**src/rtl/seg7_pkg.sv**
```systemverilog
// Shared seven-segment definitions: active-low a..g patterns (index 0=a ... 6=g),
// special BCD codes and the capture FSM state type.
package seg7_pkg;

  localparam logic [0:6] SEG_0     = 7'b0000001;
  localparam logic [0:6] SEG_1     = 7'b1001111;
  localparam logic [0:6] SEG_2     = 7'b0010010;
  localparam logic [0:6] SEG_3     = 7'b0000110;
  localparam logic [0:6] SEG_4     = 7'b1001100;
  localparam logic [0:6] SEG_5     = 7'b0100100;
  localparam logic [0:6] SEG_6     = 7'b1100000;
  localparam logic [0:6] SEG_7     = 7'b0001111;
  localparam logic [0:6] SEG_8     = 7'b0000000;
  localparam logic [0:6] SEG_9     = 7'b0001100;
  localparam logic [0:6] SEG_BLANK = 7'b1111111;

  localparam logic [3:0] BCD_ERR   = 4'hF;
  localparam logic [3:0] BCD_BLANK = 4'hA;

  typedef enum logic {
    ST_SYNC,
    ST_COLLECT
  } capState_t;

endpackage

```
**src/rtl/seg7_decode.sv**
```systemverilog
// Combinational active-low segment pattern to BCD lookup with an error flag.
// Build option: SEG7_CAPTURE_BLANK_EN makes the all-off pattern decode to
// BCD_BLANK without error; otherwise all-off is treated as invalid.
module seg7_decode
  import seg7_pkg::*;
(
  input  logic [0:6] i_seg,
  output logic [3:0] o_bcd,
  output logic       o_err
);

  // Look the pattern up; anything not in the table is an error code.
  always_comb begin
    o_bcd = BCD_ERR;
    o_err = 1'b1;
    case (i_seg)
      SEG_0: begin o_bcd = 4'd0; o_err = 1'b0; end
      SEG_1: begin o_bcd = 4'd1; o_err = 1'b0; end
      SEG_2: begin o_bcd = 4'd2; o_err = 1'b0; end
      SEG_3: begin o_bcd = 4'd3; o_err = 1'b0; end
      SEG_4: begin o_bcd = 4'd4; o_err = 1'b0; end
      SEG_5: begin o_bcd = 4'd5; o_err = 1'b0; end
      SEG_6: begin o_bcd = 4'd6; o_err = 1'b0; end
      SEG_7: begin o_bcd = 4'd7; o_err = 1'b0; end
      SEG_8: begin o_bcd = 4'd8; o_err = 1'b0; end
      SEG_9: begin o_bcd = 4'd9; o_err = 1'b0; end
`ifdef SEG7_CAPTURE_BLANK_EN
      SEG_BLANK: begin o_bcd = BCD_BLANK; o_err = 1'b0; end
`endif
      default: begin
        o_bcd = BCD_ERR;
        o_err = 1'b1;
      end
    endcase
  end

endmodule

```
**src/rtl/seg7_capture.sv**
```systemverilog
// Seven-segment bus capture: synchronizes a multiplexed active-low display bus,
// qualifies each digit for stability, decodes it to BCD and assembles frames
// presented on a valid/ready port with a sticky overflow flag.
// Build option: SEG7_CAPTURE_BLANK_EN (handled inside seg7_decode).
module seg7_capture
  import seg7_pkg::*;
#(
  parameter int NDIG          = 4,
  parameter int STABLE_CYCLES = 4
) (
  input  logic              clk,
  input  logic              reset,
  input  logic [NDIG-1:0]   digit_sel,
  input  logic [0:6]        display,
  output logic [4*NDIG-1:0] bcd_out,
  output logic [NDIG-1:0]   err_mask,
  output logic              out_valid,
  input  logic              out_ready,
  output logic              overflow
);

  localparam int              CNT_W    = $clog2(STABLE_CYCLES + 1);
  localparam int              IDX_W    = $clog2(NDIG);
  localparam logic [CNT_W-1:0] CNT_MAX  = CNT_W'(STABLE_CYCLES);
  localparam logic [CNT_W-1:0] CNT_LAST = CNT_W'(STABLE_CYCLES - 1);

  logic [NDIG-1:0]   r_selMeta, r_selSync, r_selPrev;
  logic [0:6]        r_segMeta, r_segSync, r_segPrev;
  logic [CNT_W-1:0]  r_stableCnt;
  capState_t         r_state, w_stateNext;
  logic [NDIG-1:0]   r_mask, w_maskNext;
  logic [4*NDIG-1:0] r_digits, w_digitsNext;
  logic [NDIG-1:0]   r_errs, w_errsNext;
  logic [4*NDIG-1:0] r_bcdOut;
  logic [NDIG-1:0]   r_errOut;
  logic              r_outValid, r_overflow;

  logic              w_sampleSame, w_strobeOk, w_accept;
  logic [IDX_W-1:0]  w_digitIdx;
  logic [NDIG-1:0]   w_idxBit;
  logic [3:0]        w_decBcd;
  logic              w_decErr;
  logic              w_store, w_frameDone;

  // Two-flop synchronizer; idles at all ones (no strobe, segments off).
  always_ff @(posedge clk or posedge reset) begin
    if (reset) begin
      r_selMeta <= '1;
      r_selSync <= '1;
      r_segMeta <= '1;
      r_segSync <= '1;
    end else begin
      r_selMeta <= digit_sel;
      r_selSync <= r_selMeta;
      r_segMeta <= display;
      r_segSync <= r_segMeta;
    end
  end

  assign w_sampleSame = (r_selSync == r_selPrev) && (r_segSync == r_segPrev);
  assign w_strobeOk   = $onehot(~r_selSync);
  assign w_accept     = w_sampleSame && w_strobeOk && (r_stableCnt == CNT_LAST);

  // Stability counter: restarts on any change or bad strobe, saturates so a
  // steady pattern is accepted only once.
  always_ff @(posedge clk or posedge reset) begin
    if (reset) begin
      r_selPrev   <= '1;
      r_segPrev   <= '1;
      r_stableCnt <= '0;
    end else begin
      r_selPrev <= r_selSync;
      r_segPrev <= r_segSync;
      if (!w_sampleSame || !w_strobeOk) begin
        r_stableCnt <= '0;
      end else if (r_stableCnt != CNT_MAX) begin
        r_stableCnt <= r_stableCnt + 1'b1;
      end
    end
  end

  // Convert the active-low strobe into a digit index and a one-hot bit.
  always_comb begin
    w_digitIdx = '0;
    for (int i = 0; i < NDIG; i++) begin
      if (!r_selSync[i]) w_digitIdx = IDX_W'(i);
    end
  end

  assign w_idxBit = ~r_selSync;

  seg7_decode u_decode (
    .i_seg (r_segSync),
    .o_bcd (w_decBcd),
    .o_err (w_decErr)
  );

  // FSM state register.
  always_ff @(posedge clk or posedge reset) begin
    if (reset) r_state <= ST_SYNC;
    else       r_state <= w_stateNext;
  end

  // FSM next state: leave SYNC on digit 0, return once the mask fills.
  always_comb begin
    w_stateNext = r_state;
    case (r_state)
      ST_SYNC:    if (w_accept && (w_digitIdx == '0)) w_stateNext = ST_COLLECT;
      ST_COLLECT: if (w_frameDone) w_stateNext = ST_SYNC;
      default:    w_stateNext = ST_SYNC;
    endcase
  end

  // FSM outputs: which acceptances are stored and when the frame completes.
  always_comb begin
    w_store      = 1'b0;
    w_frameDone  = 1'b0;
    w_maskNext   = r_mask;
    w_digitsNext = r_digits;
    w_errsNext   = r_errs;
    case (r_state)
      ST_SYNC:    w_store = w_accept && (w_digitIdx == '0);
      ST_COLLECT: w_store = w_accept;
      default:    w_store = 1'b0;
    endcase
    if (w_store) begin
      w_maskNext = r_mask | w_idxBit;
      for (int i = 0; i < NDIG; i++) begin
        if (w_idxBit[i]) begin
          w_digitsNext[4*i +: 4] = w_decBcd;
          w_errsNext[i]          = w_decErr;
        end
      end
    end
    w_frameDone = (r_state == ST_COLLECT) && w_store && (&w_maskNext);
  end

  // Partial-frame storage; the mask clears as the frame completes.
  always_ff @(posedge clk or posedge reset) begin
    if (reset) begin
      r_mask   <= '0;
      r_digits <= '0;
      r_errs   <= '0;
    end else begin
      r_mask   <= w_frameDone ? '0 : w_maskNext;
      r_digits <= w_digitsNext;
      r_errs   <= w_errsNext;
    end
  end

  // Output holding register and handshake; a frame finishing while the
  // held one is still pending is dropped and flagged.
  always_ff @(posedge clk or posedge reset) begin
    if (reset) begin
      r_bcdOut   <= '0;
      r_errOut   <= '0;
      r_outValid <= 1'b0;
      r_overflow <= 1'b0;
    end else if (w_frameDone) begin
      if (!r_outValid || out_ready) begin
        r_bcdOut   <= w_digitsNext;
        r_errOut   <= w_errsNext;
        r_outValid <= 1'b1;
      end else begin
        r_overflow <= 1'b1;
      end
    end else if (r_outValid && out_ready) begin
      r_outValid <= 1'b0;
    end
  end

  assign bcd_out   = r_bcdOut;
  assign err_mask  = r_errOut;
  assign out_valid = r_outValid;
  assign overflow  = r_overflow;

endmodule
```
**config.mk**
```make
export PLATFORM = sky130hd
export DESIGN_NAME = seg7_capture
export DESIGN_NICKNAME = d
export VERILOG_FILES = /design/src/rtl/seg7_pkg.sv /design/src/rtl/seg7_decode.sv /design/src/rtl/seg7_capture.sv
export SDC_FILE = /design/constraint.sdc
export NUM_CORES = 1
export LEC_CHECK = 0
export CORE_UTILIZATION = 32
export CTS_CLUSTER_SIZE = 24
export DETAILED_ROUTE_END_ITERATION = 16
export PLACE_DENSITY = 0.58
export SLEW_MARGIN = 30
export SYNTH_ARGS = -nofsm -noshare
export SYNTH_HDL_FRONTEND = slang
export SYNTH_SLANG_ARGS = --single-unit
```
**constraint.sdc**
```tcl
create_clock -name clk -period 5.7 [get_ports clk]
set_input_delay 1.14 -clock clk [delete_from_list [all_inputs] [get_ports clk]]
set_output_delay 1.14 -clock clk [all_outputs]
set_load 0.02 [all_outputs]
```
**Word level (Yosys, flattened, before mapping)**

Index checks and enable logic that the tools add are counted.

- Output and inout port bits: 22
- Register bits after elaboration: 83
- Logic and storage cells: 85
- Input bits: 14

- Equality and inequality tests: 15
- Bitwise logic cells: 4
- Reduce and logical (&&, ||, !) cells: 21
- Add/sub/neg operators: 4
- Mux-type cells: 26

Operator list:

| cell | number |
|---|---|
| $pmux 4 s10 | 1 |
| $mux 4 | 7 |
| $eq 7x7->1 const B | 3 |
| $mux 16 | 1 |
| $eq 7x4->1 const B | 2 |
| $mux 1 | 11 |
| $reduce_or 10->1 | 1 |
| $eq 7x1->1 const B | 1 |
| $eq 7x3->1 const B | 1 |
| $eq 7x5->1 const B | 1 |
| $eq 7x6->1 const B | 1 |
| $eq 7x7->1 | 1 |
| $logic_and 1x1->1 | 7 |
| $logic_not 7->1 | 1 |
| $mux 3 | 2 |
| $reduce_and 2->1 | 3 |
| $add 1x1->2 | 2 |
| $eq 4x4->1 | 1 |
| $mux 2 | 2 |
| $not 4->4 | 1 |
| $or 4x4->4 | 1 |
| $pmux 1 s2 | 2 |
| $reduce_and 4->1 | 1 |
| $reduce_bool 2->1 | 2 |
| 10 further kinds | 14 |

**Logic depth before layout (Yosys ltp)**

Gate-level depths: netlist of the first run.

- Depth after elaboration: 13
- Depth in mapped cells: 11
- Depth with buffers taken out: 10

**By module**

From an unflattened synthesis of the first run, not the netlist that was laid out.

- Cell total of the unflattened synthesis: 235
- Area total of the unflattened synthesis: 3527.1 µm²

Modules (own cells, without submodules):

| module | area an instance (µm²) | sequential area each (µm²) | instances | cells each |
|---|---|---|---|---|
| seg7_capture | 3261.9 | 2118.3 | 1 | 197 |
| seg7_decode | 265.3 | 0.0 | 1 | 38 |

**Least setup slack after synthesis of the first run**

No wires, ideal clock.

- Path type: flip-flop to flip-flop
- Start point: reg r_selSync[1]
- End point: reg r_errOut[1] (netlist: err_mask[1])
- Data required time: 5.575 ns
- Setup slack: 2.307 ns
- Setup time: 0.125 ns
- Arrival time: 3.268 ns
- Path buffers: 0
- Period minus slack after synthesis: 3.393 ns
- Stages on the path, launching flop included: 11
- Cell sequence: dfstp_2 > fa_1 > inv_1 > ha_1 > ha_1 > or3b_4 > nor4_4 > nand3_4 > nor3_4 > mux2_2 > mux2_2

- Elaborated cells on any way between the ends: 22
- Classes of those cells: 2 x add/sub; 2 x eq/ne; 7 x mux; 2 x bitwise; 9 x reduce/logical

RTL lines:

| item | RTL line | RTL |
|---|---|---|
| start: declaration | seg7_capture.sv:27 | `logic [NDIG-1:0] r_selMeta, r_selSync, r_selPrev;` |
| start signal: assignment | seg7_capture.sv:54 | `r_selSync <= r_selMeta;` |
| $not 4->4 | seg7_capture.sv:61, seg7_capture.sv:90 |  |
| $add 1x1->2 (implied by the code) | seg7_capture.sv:61 | `assign w_strobeOk = $onehot(~r_selSync);` |
| $add 2x2->3 (implied by the code) | seg7_capture.sv:61 |  |
| $eq 3x1->1 | seg7_capture.sv:61 |  |
| $logic_and 1x1->1 (2 in series) | seg7_capture.sv:62 | `assign w_accept = w_sampleSame && w_strobeOk && (r_stableCnt == CNT_LAST);` |
| $logic_and 1x1->1 | seg7_capture.sv:122 | `ST_SYNC: w_store = w_accept && (w_digitIdx == '0);` |
| $pmux 1 s2 | seg7_capture.sv:121 | `case (r_state)` |
| $mux 4 (*) | seg7_capture.sv:126 | `if (w_store) begin` |
| via w_errsNext[1] | seg7_capture.sv:33 | `logic [NDIG-1:0] r_errs, w_errsNext;` |
| end signal: assignment | seg7_capture.sv:162 | `r_errOut <= w_errsNext;` |
| end: declaration | seg7_capture.sv:35 | `logic [NDIG-1:0] r_errOut;` |

Mark *: on every way through the listed nets, which the timed path passes. The rest lies on a longest branch.
A chain may end at the register's enable or synchronous reset.

**Worst setup path in the final report of the first run**

Same ends and word-level chain as after synthesis.

==> results of run 1 <==
[metal layers]
metal  share of wire  up-vias
met5               0        -
met4           0.022        0
met3           0.026       10
met2            0.46       33
met1            0.49      953
li1                -      908
[cell type report]
type,instances,area (um2)
Tap cell,136,170.2
Inverter,18,68.82
Sequential cell,83,2118
Clock buffer,11,141.4
Multi-Input combinational cell,134,1212
Timing Repair Buffer,36,357.8
Fill cell,1000,6176
Clock inverter,5,125.1
[final timing paths]
check	to	cells after the start	from	slack [ns]
worst max register to register	err_mask[1]$_DFFE_PP0P_	10	r_selSync[1]$_DFF_PP1_	2.10
max in group asynchronous	r_selSync[0]$_DFF_PP1_	3	reset	3.52
worst min register to register	r_segSync[5]$_DFF_PP1_	0	r_segMeta[5]$_DFF_PP1_	0.36
worst max-delay path	err_mask[1]$_DFFE_PP0P_	10	r_selSync[1]$_DFF_PP1_	2.10
worst min-delay path	r_segSync[5]$_DFF_PP1_	0	r_segMeta[5]$_DFF_PP1_	0.36
min in group asynchronous	r_digits[2]$_DFF_PP0_	2	reset	1.21
[power groups by stage]
stage	sequential (mW)	clock [mW]	combinational, mW
after floorplan	0.627	0	0.0431
final	0.625	0.547	0.0532
after global placement	0.636	0	0.0538
after CTS	0.626	0.563	0.0553
after detailed placement	0.636	0	0.0550
after global routing	0.628	0.593	0.0601
[cell usage in the layout, fill, tap and decap left out, types with 3 or more instances in the layout]
cell type and count:
nand4_1 3, nor4_1 3, clkdlybuf4s50_1 35, mux2_2 14
ha_1 5, nor4_4 3, nor3_4 4, nand3_1 3
mux2_1 10, nor2b_1 4, a21oi_1 3, xor2_1 12
dfrtp_1 50, bufinv_16 4, mux2_4 4, nor2_1 13
o21ai_0 3, dfstp_2 33, clkbuf_8 10, nand2_1 8
or3_1 3, mux2i_1 9, xnor2_1 3, inv_1 17
[through the flow]
stage               power (mW)  instances
floorplan               0.6703        242
global placement        0.6898        407
detailed placement      0.6915        407
CTS                      1.244        423
global route             1.281        423
finish                   1.226        423
[sequential cells by signal, summed over array words and instances, names as in the netlist]
register / count
r_state: 1
r_segPrev: 7
bcd_out: 16
r_segSync: 7
r_mask: 4
out_valid: 1
r_stableCnt: 3
r_errs: 4
r_selSync: 4
r_digits: 16
r_segMeta: 7
overflow: 1
r_selMeta: 4
err_mask: 4
r_selPrev: 4
[worst max-delay path, cell delays in order, from the launching register on]
cell     delay, ns
dfstp_2       0.62
fa_1          0.43
inv_1         0.06
ha_1          0.14
ha_1          0.23
or3b_4        0.41
nor4_4        0.39
nand3_4       0.20
nor3_4        0.39
mux2_2        0.39
mux2_2        0.26
[cell families (layout without fill, tap and decap cells)]
logic type               Yosys count  count (layout)  share of synthesized area
adder cells (fa/ha/maj)            6               6                    0.02403
AO/OA/AOI/OAI                     16              16                    0.03932
AND/OR/NAND/NOR                   60              60                     0.1289
flip-flops                        83              83                     0.6163
buffers and inverters             25              70                    0.03094
XOR/XNOR                          15              15                    0.03822
multiplexers                      37              37                     0.1223
==> qor.csv, run 1 <==
metric,value,unit
net count after synthesis,262,
port bufs,35,
post-cts sizing count,0,
Tmin final,3.604,ns
Final Hold Vio Count,0,
clk_lat worst skew,0.35,ns
RSZ-0062 raised after global routing,no,
critical path peak fanout,6,
critical path required time,5.94,ns
pwr/cell area,292.3,nW/um2
top-count cell post-synth,dfrtp_1,
die area,11160,um2
Rel. slew slack,0.5173,
Slew @ Worst Pin,0.7231,ns
startpoint type of the worst setup path,flip-flop,
Post-CTS Setup Inserts,0,
die height,105.6,um
CTS tree,yes,
Remaining DRCs,0,
Vias/cell,4.501,
setup tns final,0,ns
total of max-cap violations,0,
status,finished clean,
P_sw,0.2448,mW
layout cells sized above 1,0.2927,
Util after Layout,0.4044,
Total Wirelength,5956,um
H-Tree Depth,3,
met3 Use GR,0.02288,
FP Rows,37,
CTS Root Buffer Type,clkbuf_8,
Placeable Area,10370,um2
post-synth cell types,47,
post-synthesis sequential area ratio,0.6163,
hold_ws,0.3564,ns
Detailed Route Iter0 Violations,70,
met2 Use GR,0.1809,
gr usage total,0.1211,
Final nets,302,
Final Instance Area,4194,um2
Min-Delay Path Class,reg2reg,
yosys warns,0,
Synth top area share,0.3640,
initial antenna violation count,0,
worst slack at placement,2.066,ns
combinational share of power,0.043,
Sw Ratio,0.1997,
final worst slack,2.096,ns
P_leak,1.808,nW
Worst-path clk slew,0.09,ns
first-pass GRT wire length,10320,um
Main synth FF type,dfrtp_1,
met1 Use GR,0.1631,
P&R area growth vs syn,22.02,%
Post-synth top cells,"dfrtp_1 (50), dfstp_2 (33), inv_1 (18)",
post-synthesis cell area,3437,um2
DRT Pass-1 Iters,4,
CTS Buffer Depth,2,
asr flop ratio synth,1.000,
Area contributors post-synth,"dfrtp_1 (36%), dfstp_2 (25%), mux2_2 (4.6%)",
Synth Area per Inst,14.20,um2
GRT busiest layer,met2,
"EDFF count, synth",0,
Synth Register Bits,83,
# diodes,0,
fraction of power consumed by the clock network,0.446,
io pins,36,
Syn Inst Count,242,
via count,1904,
Placed Area,3928,um2
period utilization,0.6323,
largest net degree at the start of global routing,44,
VDD IR max,0.1214,mV
average wire per standard cell,14.08,um
CTS Buf Count,9,
cts hold-fix bufs,0,
Post-DP HPWL,4077,um
critical path class,reg2reg,
Final Skew,0.01293,ns
final setup violation count,0,
Internal,0.9810,mW
vias in the first global route,2015,
Die W,105.6,um
pins over their slew limit,0,
gr ovfl total,0,
Starting Density,0.3314,
Placer Congestion,0.7619,
Crit. End Element,flip-flop,
fmax,277.4,MHz
sequential share of power,0.510,
Critical Path AT,3.84,ns
"area leader, netlist",dfrtp_1,
post-route ant nets,0,
total clock sinks,83,
Power figures use the tool's default switching activity.
==> run 2: changes to the inputs <==
- clock period: 5.7 -> 3.6 ns (I/O delays scaled with it)
==> run 2 against run 1 <==
Worst hold slack worse by 0.0026 ns. Critical endpoint is now err_mask[3]$_DFFE_PP0P_. Highest routed layer unchanged. Via count rose by 0.89%. Critical path depth unchanged. Clock skew fell by 0.0031 ns. Sequential power grew 59%. Critical path type unchanged. Count of clock-buffer cells in the layout down 2. First-iteration DRC count fell by 13%. Clock power is 22% higher. Routed wire length increased by 0.57%.
==> qor.csv, run 2 (synthesized netlist as in run 1, its figures left out) <==
metric,value,unit,change
Detailed Route Iter0 Violations,61,,-13%
port bufs,35,,unchanged
pins over their slew limit,0,,unchanged
post-route ant nets,0,,unchanged
critical path class,reg2reg,,
Util after Layout,0.4024,,-0.002051
period utilization,0.9283,,+0.2959
Fillers,1003,,+0.30%
reg2reg start,r_selSync[1]$_DFF_PP1_,,
Post-CTS Setup Inserts,0,,unchanged
Sequential cell area,2118,um2,unchanged
power after layout,1.745,mW,+42%
hold depth,0,,unchanged
"leading cell types in the layout, fill and taps excluded","dfrtp_1 (50), clkdlybuf4s50_1 (35), dfstp_2 (33)",,
flop2flop setup slack,0.26,ns,-1.84 ns
"Slowest-stage cell, CP",dfstp_2,,
pwr/cell area,418.2,nW/um2,+43%
worst r2r path cells,10,,unchanged
Worst-path clk slew,0.09,ns,about the same
R2R Path End,err_mask[3]$_DFFE_PP0P_,,
Placer Congestion,0.7391,,-3.0%
Total Wirelength,5990,um,+0.57%
RSZ-0062 raised after global routing,no,,
Slew @ Worst Pin,0.4809,ns,-0.2422 ns
FP Rows,37,,unchanged
Post-DP HPWL,3976,um,-2.5%
CTS tree,yes,,
Crit. End Element,flip-flop,,
critical path required time,3.85,ns,-2.09 ns
Min-Delay Path Class,reg2reg,,
setup tns final,0,ns,unchanged
largest net degree at the start of global routing,84,,+91%
Placeable Area,10370,um2,unchanged
H-Tree Depth,3,,unchanged
die height,105.6,um,unchanged
WP buf/inv,1,,unchanged
hold_ws,0.3538,ns,-0.002629 ns
Final Hold Vio Count,0,,unchanged
CTS Root Buffer Type,clkbuf_8,,
final worst slack,0.2582,ns,-1.837 ns
total of max-cap violations,0,,unchanged
worst slack at placement,0.08651,ns,-1.980 ns
total clock sinks,83,,unchanged
P&R area growth vs syn,21.41,%,
die area,11160,um2,unchanged
"Cell Chain, Critical Path",fa_1 -> inv_1 -> ha_1 -> ha_1 -> or3b_4 -> nor4_4 -> nand3_4 -> nor3_4 -> mux2_2 -> mux2_2,,
clk_lat worst skew,0.35,ns,about the same
Critical Path AT,3.59,ns,-0.25 ns
# diodes,0,,unchanged
Top Family by Delay on Critical Path,simple AND/OR/NAND/NOR gates,,
Starting Density,0.3314,,unchanged
final setup violation count,0,,unchanged
Tmin final,3.342,ns,-0.2625 ns
average wire per standard cell,14.03,um,-0.37%
vias in the first global route,2076,,+3.0%
Final nets,306,,+1.3%
initial antenna violation count,0,,unchanged
Rel. slew slack,0.6794,,+0.1620
startpoint type of the worst setup path,flip-flop,,
Remaining DRCs,0,,unchanged
cts hold-fix bufs,0,,unchanged
io pins,36,,unchanged
status,finished clean,,
VDD IR max,0.2146,mV,+77%
Multi-input gate area,1215,um2,+0.21%
Hold EP,r_selSync[2]$_DFF_PP1_,,
Hold Crit Start,r_selMeta[2]$_DFF_PP1_,,
Vias/cell,4.499,,about the same
"commonest non-fill, non-tap cell in the layout",dfrtp_1,,
Final Skew,0.009806,ns,-0.003126 ns
DRT Pass-1 Iters,5,,+1
first-pass GRT wire length,10550,um,+2.3%
gr usage total,0.1226,,+0.001471
P_leak,1.797,nW,-0.60%
CTS Buf Count,9,,unchanged
max incr delay on CP,0.63,ns,about the same
CTS Buffer Depth,2,,unchanged
critical path peak fanout,6,,unchanged
layout cells sized above 1,0.3093,,+0.01660
via count,1921,,+0.89%
fmax,299.2,MHz,+7.9%
gr ovfl total,0,,unchanged
Die W,105.6,um,unchanged
## run 2: cell count changes in the layout (fill, tap and decap cells not counted), sizes merged
cell      delta
clkinv       +1
clkinvlp     +2
buf          +4
inv          +2
bufinv       -3
clkbuf       -2
## run 2: metal layers
metal  vias up  routed length, um  global-route usage  share of wire
met4         0                107             0.05952          0.018
met1       954               3016              0.1740           0.50
met3         8                172             0.02659          0.029
met2        43               2693              0.1772           0.45
li1        916                  -                   -              -
met5         -                  0                   0              0
## run 2: layout make-up
class	instances	share of cell area
inverter	18	0.01649
clock inverter	7	0.01829
multi-input combinational	134	0.2912
sequential	83	0.5076
tap	136	0.04078
clock buffer	9	0.02969
timing repair buffer	40	0.09595
## run 2: how the worst max path moves through the flow
stage | from | endpoint | slack, ns | cells after the start
2_1_floorplan | r_selSync[1]$_DFF_PP1_ | err_mask[1]$_DFFE_PP0P_ | 0.21 | 10
3_3_place_gp | r_selSync[1]$_DFF_PP1_ | err_mask[0]$_DFFE_PP0P_ | 0.15 | 10
3_5_place_dp | r_selSync[1]$_DFF_PP1_ | err_mask[0]$_DFFE_PP0P_ | 0.09 | 10
4_1_cts | r_selSync[1]$_DFF_PP1_ | err_mask[0]$_DFFE_PP0P_ | 0.08 | 10
5_1_grt | r_selSync[1]$_DFF_PP1_ | bcd_out[14]$_DFFE_PP0P_ | 0.07 | 11
6_report | r_selSync[1]$_DFF_PP1_ | err_mask[3]$_DFFE_PP0P_ | 0.26 | 10
## run 2: metrics by stage
step	std cells	area [um2]
3_5_place_dp	411	3970
6_report	427	4173
3_3_place_gp	411	3970
4_1_cts	427	4170
2_1_floorplan	242	3437
5_1_grt	427	4173
## run 2: power breakdown
part           leakage [nW]  switching, mW  total, mW  internal (mW)
clock network        0.0962          0.344      0.669          0.325
registers              1.05         0.0242      0.991          0.966
logic                 0.655         0.0473     0.0859         0.0387
total                  1.80          0.415       1.75           1.33
## run 2: timing repair
action,4_1_cts,5_1_grt
resized for setup,0,1
setup endpoints to repair,0,14
endpoints found under the hold margin,0,0
==> run 3: changes to the inputs <==
- DONT_BUFFER_PORTS: not set -> 1
- PLACE_DENSITY: 0.58 -> 0.54
==> run 3 against run 2 <==
Fmax decreased by 2.1%. Cell area decreased by 7.6%. Flip-flop and latch count unchanged. Power increased by 3.2%. Via count decreased by 5.8%. Sequential share of layout area increased by 4.2 points. Critical path type unchanged. Worst hold slack got worse by 0.0099 ns.
==> qor.csv, run 3 (synthesized netlist as in run 1, its figures left out) <==
metric,value,unit,change
Starting Density,0.3314,,unchanged
VDD IR max,0.1805,mV,-16%
power after layout,1.800,mW,+3.2%
Rel. slew slack,0.5208,,-0.1586
fin cells,395,,-7.5%
Detailed Route Iter0 Violations,98,,+61%
P_sw,0.3955,mW,-4.7%
critical path class,reg2reg,,
die height,105.6,um,unchanged
pins over their slew limit,0,,unchanged
H-Tree Depth,3,,unchanged
status,finished clean,,
initial antenna violation count,0,,unchanged
pwr/cell area,467.2,nW/um2,+12%
max incr delay on CP,0.63,ns,about the same
Placed Area,3622,um2,-8.8%
FP Rows,37,,unchanged
CTS Buffer Depth,2,,unchanged
Top Family by Delay on Critical Path,simple AND/OR/NAND/NOR gates,,
CTS Root Buffer Type,clkbuf_8,,
WP buf/inv,1,,unchanged
Vias/cell,4.580,,+1.8%
via count,1809,,-5.8%
sequential share of power,0.550,,-0.018
io pins,36,,unchanged
Sw Ratio,0.2197,,-0.01821
Total Wirelength,6015,um,+0.42%
first-pass GRT wire length,10320,um,-2.2%
reg2reg start,r_selSync[1]$_DFF_PP1_,,
clk_lat worst skew,0.35,ns,about the same
Slew @ Worst Pin,0.7180,ns,+0.2371 ns
fraction of power consumed by the clock network,0.410,,+0.027
Final Instance Area,3854,um2,-7.6%
Final Skew,0.01419,ns,+0.004380 ns
Critical Path AT,3.64,ns,+0.05 ns
largest net degree at the start of global routing,43,,-49%
post-route ant nets,0,,unchanged
Util after Layout,0.3716,,-0.03077
Placeable Area,10370,um2,unchanged
Worst-path clk slew,0.09,ns,about the same
gr usage total,0.1213,,-0.001256
Remaining DRCs,0,,unchanged
Die W,105.6,um,unchanged
final setup violation count,0,,unchanged
die area,11160,um2,unchanged
total of max-cap violations,0,,unchanged
setup tns final,0,ns,unchanged
Final nets,274,,-10%
fmax,293.0,MHz,-2.1%
Post-DP HPWL,4141,um,+4.2%
# placed instances,378,,-8.0%
worst r2r path cells,10,,unchanged
Tmin final,3.413,ns,+0.07096 ns
Placer Congestion,0.8094,,+9.5%
port bufs,0,,-100%
total clock sinks,83,,unchanged
Min-Delay Path Class,in2async,,
"leading cell types in the layout, fill and taps excluded","dfrtp_1 (50), dfstp_2 (33), inv_1 (17)",,
RSZ-0062 raised after global routing,no,,
gr ovfl total,0,,unchanged
Crit. End Element,flip-flop,,
flop2flop setup slack,0.19,ns,-0.07 ns
CTS tree,yes,,
"commonest non-fill, non-tap cell in the layout",dfrtp_1,,
P&R area growth vs syn,12.12,%,
cts hold-fix bufs,0,,unchanged
DRT Pass-1 Iters,4,,-1
vias in the first global route,1943,,-6.4%
average wire per standard cell,15.23,um,+8.6%
P_leak,1.695,nW,-5.7%
"Slowest-stage cell, CP",dfstp_2,,
# diodes,0,,unchanged
period utilization,0.9480,,+0.01971
critical path required time,3.83,ns,-0.02 ns
R2R Path End,err_mask[3]$_DFFE_PP0P_,,
startpoint type of the worst setup path,flip-flop,,
Final Hold Vio Count,0,,unchanged
layout cells sized above 1,0.3514,,+0.04207
"Cell Chain, Critical Path",fa_1 -> inv_1 -> ha_1 -> ha_1 -> or3b_4 -> nor4_4 -> nand3_4 -> nor3_4 -> mux2_2 -> mux2_2,,
critical path peak fanout,6,,unchanged
combinational share of power,0.040,,-0.009
CTS Buf Count,9,,unchanged
Internal,1.405,mW,+5.6%
run 3: cell count changes in the layout (fill, tap and decap cells not counted), sizes merged, moves of 2 or more:
cell / change
inv: -2
clkbuf: +3
buf: +3
clkdlybuf4s50: -35
run 3: worst max-delay path by stage:
stage,start,end,slack [ns],cells after the start
2_1_floorplan,r_selSync[1]$_DFF_PP1_,err_mask[1]$_DFFE_PP0P_,0.21,10
3_3_place_gp,r_selSync[1]$_DFF_PP1_,err_mask[0]$_DFFE_PP0P_,0.15,10
3_5_place_dp,r_selSync[1]$_DFF_PP1_,err_mask[0]$_DFFE_PP0P_,0.06,10
4_1_cts,r_selSync[1]$_DFF_PP1_,err_mask[0]$_DFFE_PP0P_,0.05,10
5_1_grt,r_selSync[1]$_DFF_PP1_,bcd_out[13]$_DFFE_PP0P_,0.07,11
6_report,r_selSync[1]$_DFF_PP1_,err_mask[3]$_DFFE_PP0P_,0.19,10
run 3: cell type report:
| cell class | count | area, um2 |
|---|---|---|
| repair buffers | 8 | 60.06 |
| multi-input cells | 134 | 1215 |
| clock inverters | 4 | 76.32 |
| inverters | 18 | 68.82 |
| fillers | 1027 | 6516 |
| clock buffers | 12 | 145.1 |
| flip-flops and latches | 83 | 2118 |
| well taps | 136 | 170.2 |
run 3: power by group through the flow:
stage | sequential [mW] | clock (mW) | combinational (mW)
after global routing | 0.995 | 0.802 | 0.0817
after floorplan | 0.993 | 0 | 0.0683
after global placement | 1.01 | 0 | 0.0717
final | 0.990 | 0.737 | 0.0727
after detailed placement | 1.01 | 0 | 0.0746
after CTS | 0.991 | 0.767 | 0.0747
run 3: per-stage QoR:
stage               hold WS, ns  worst slack, ns
floorplan                0.3452           0.2068
global placement         0.3454           0.1494
detailed placement       0.3472          0.06353
CTS                      0.3446          0.05370
global route             0.3357          0.06636
finish                   0.3439           0.1873
run 3: per-layer routing:
metal  global-route usage  routed length (um)  vias up
met3              0.03958                 340        6
met1               0.1638                2777      910
met5                    0                   0        -
met2               0.1856                2817       43
met4              0.03671                  80        0
li1                     -                   -      850
run 3: what timing repair did:
item	in CTS	in global routing
gates resized for setup	0	1
endpoints found under the setup margin	0	8
buffers inserted	0	1
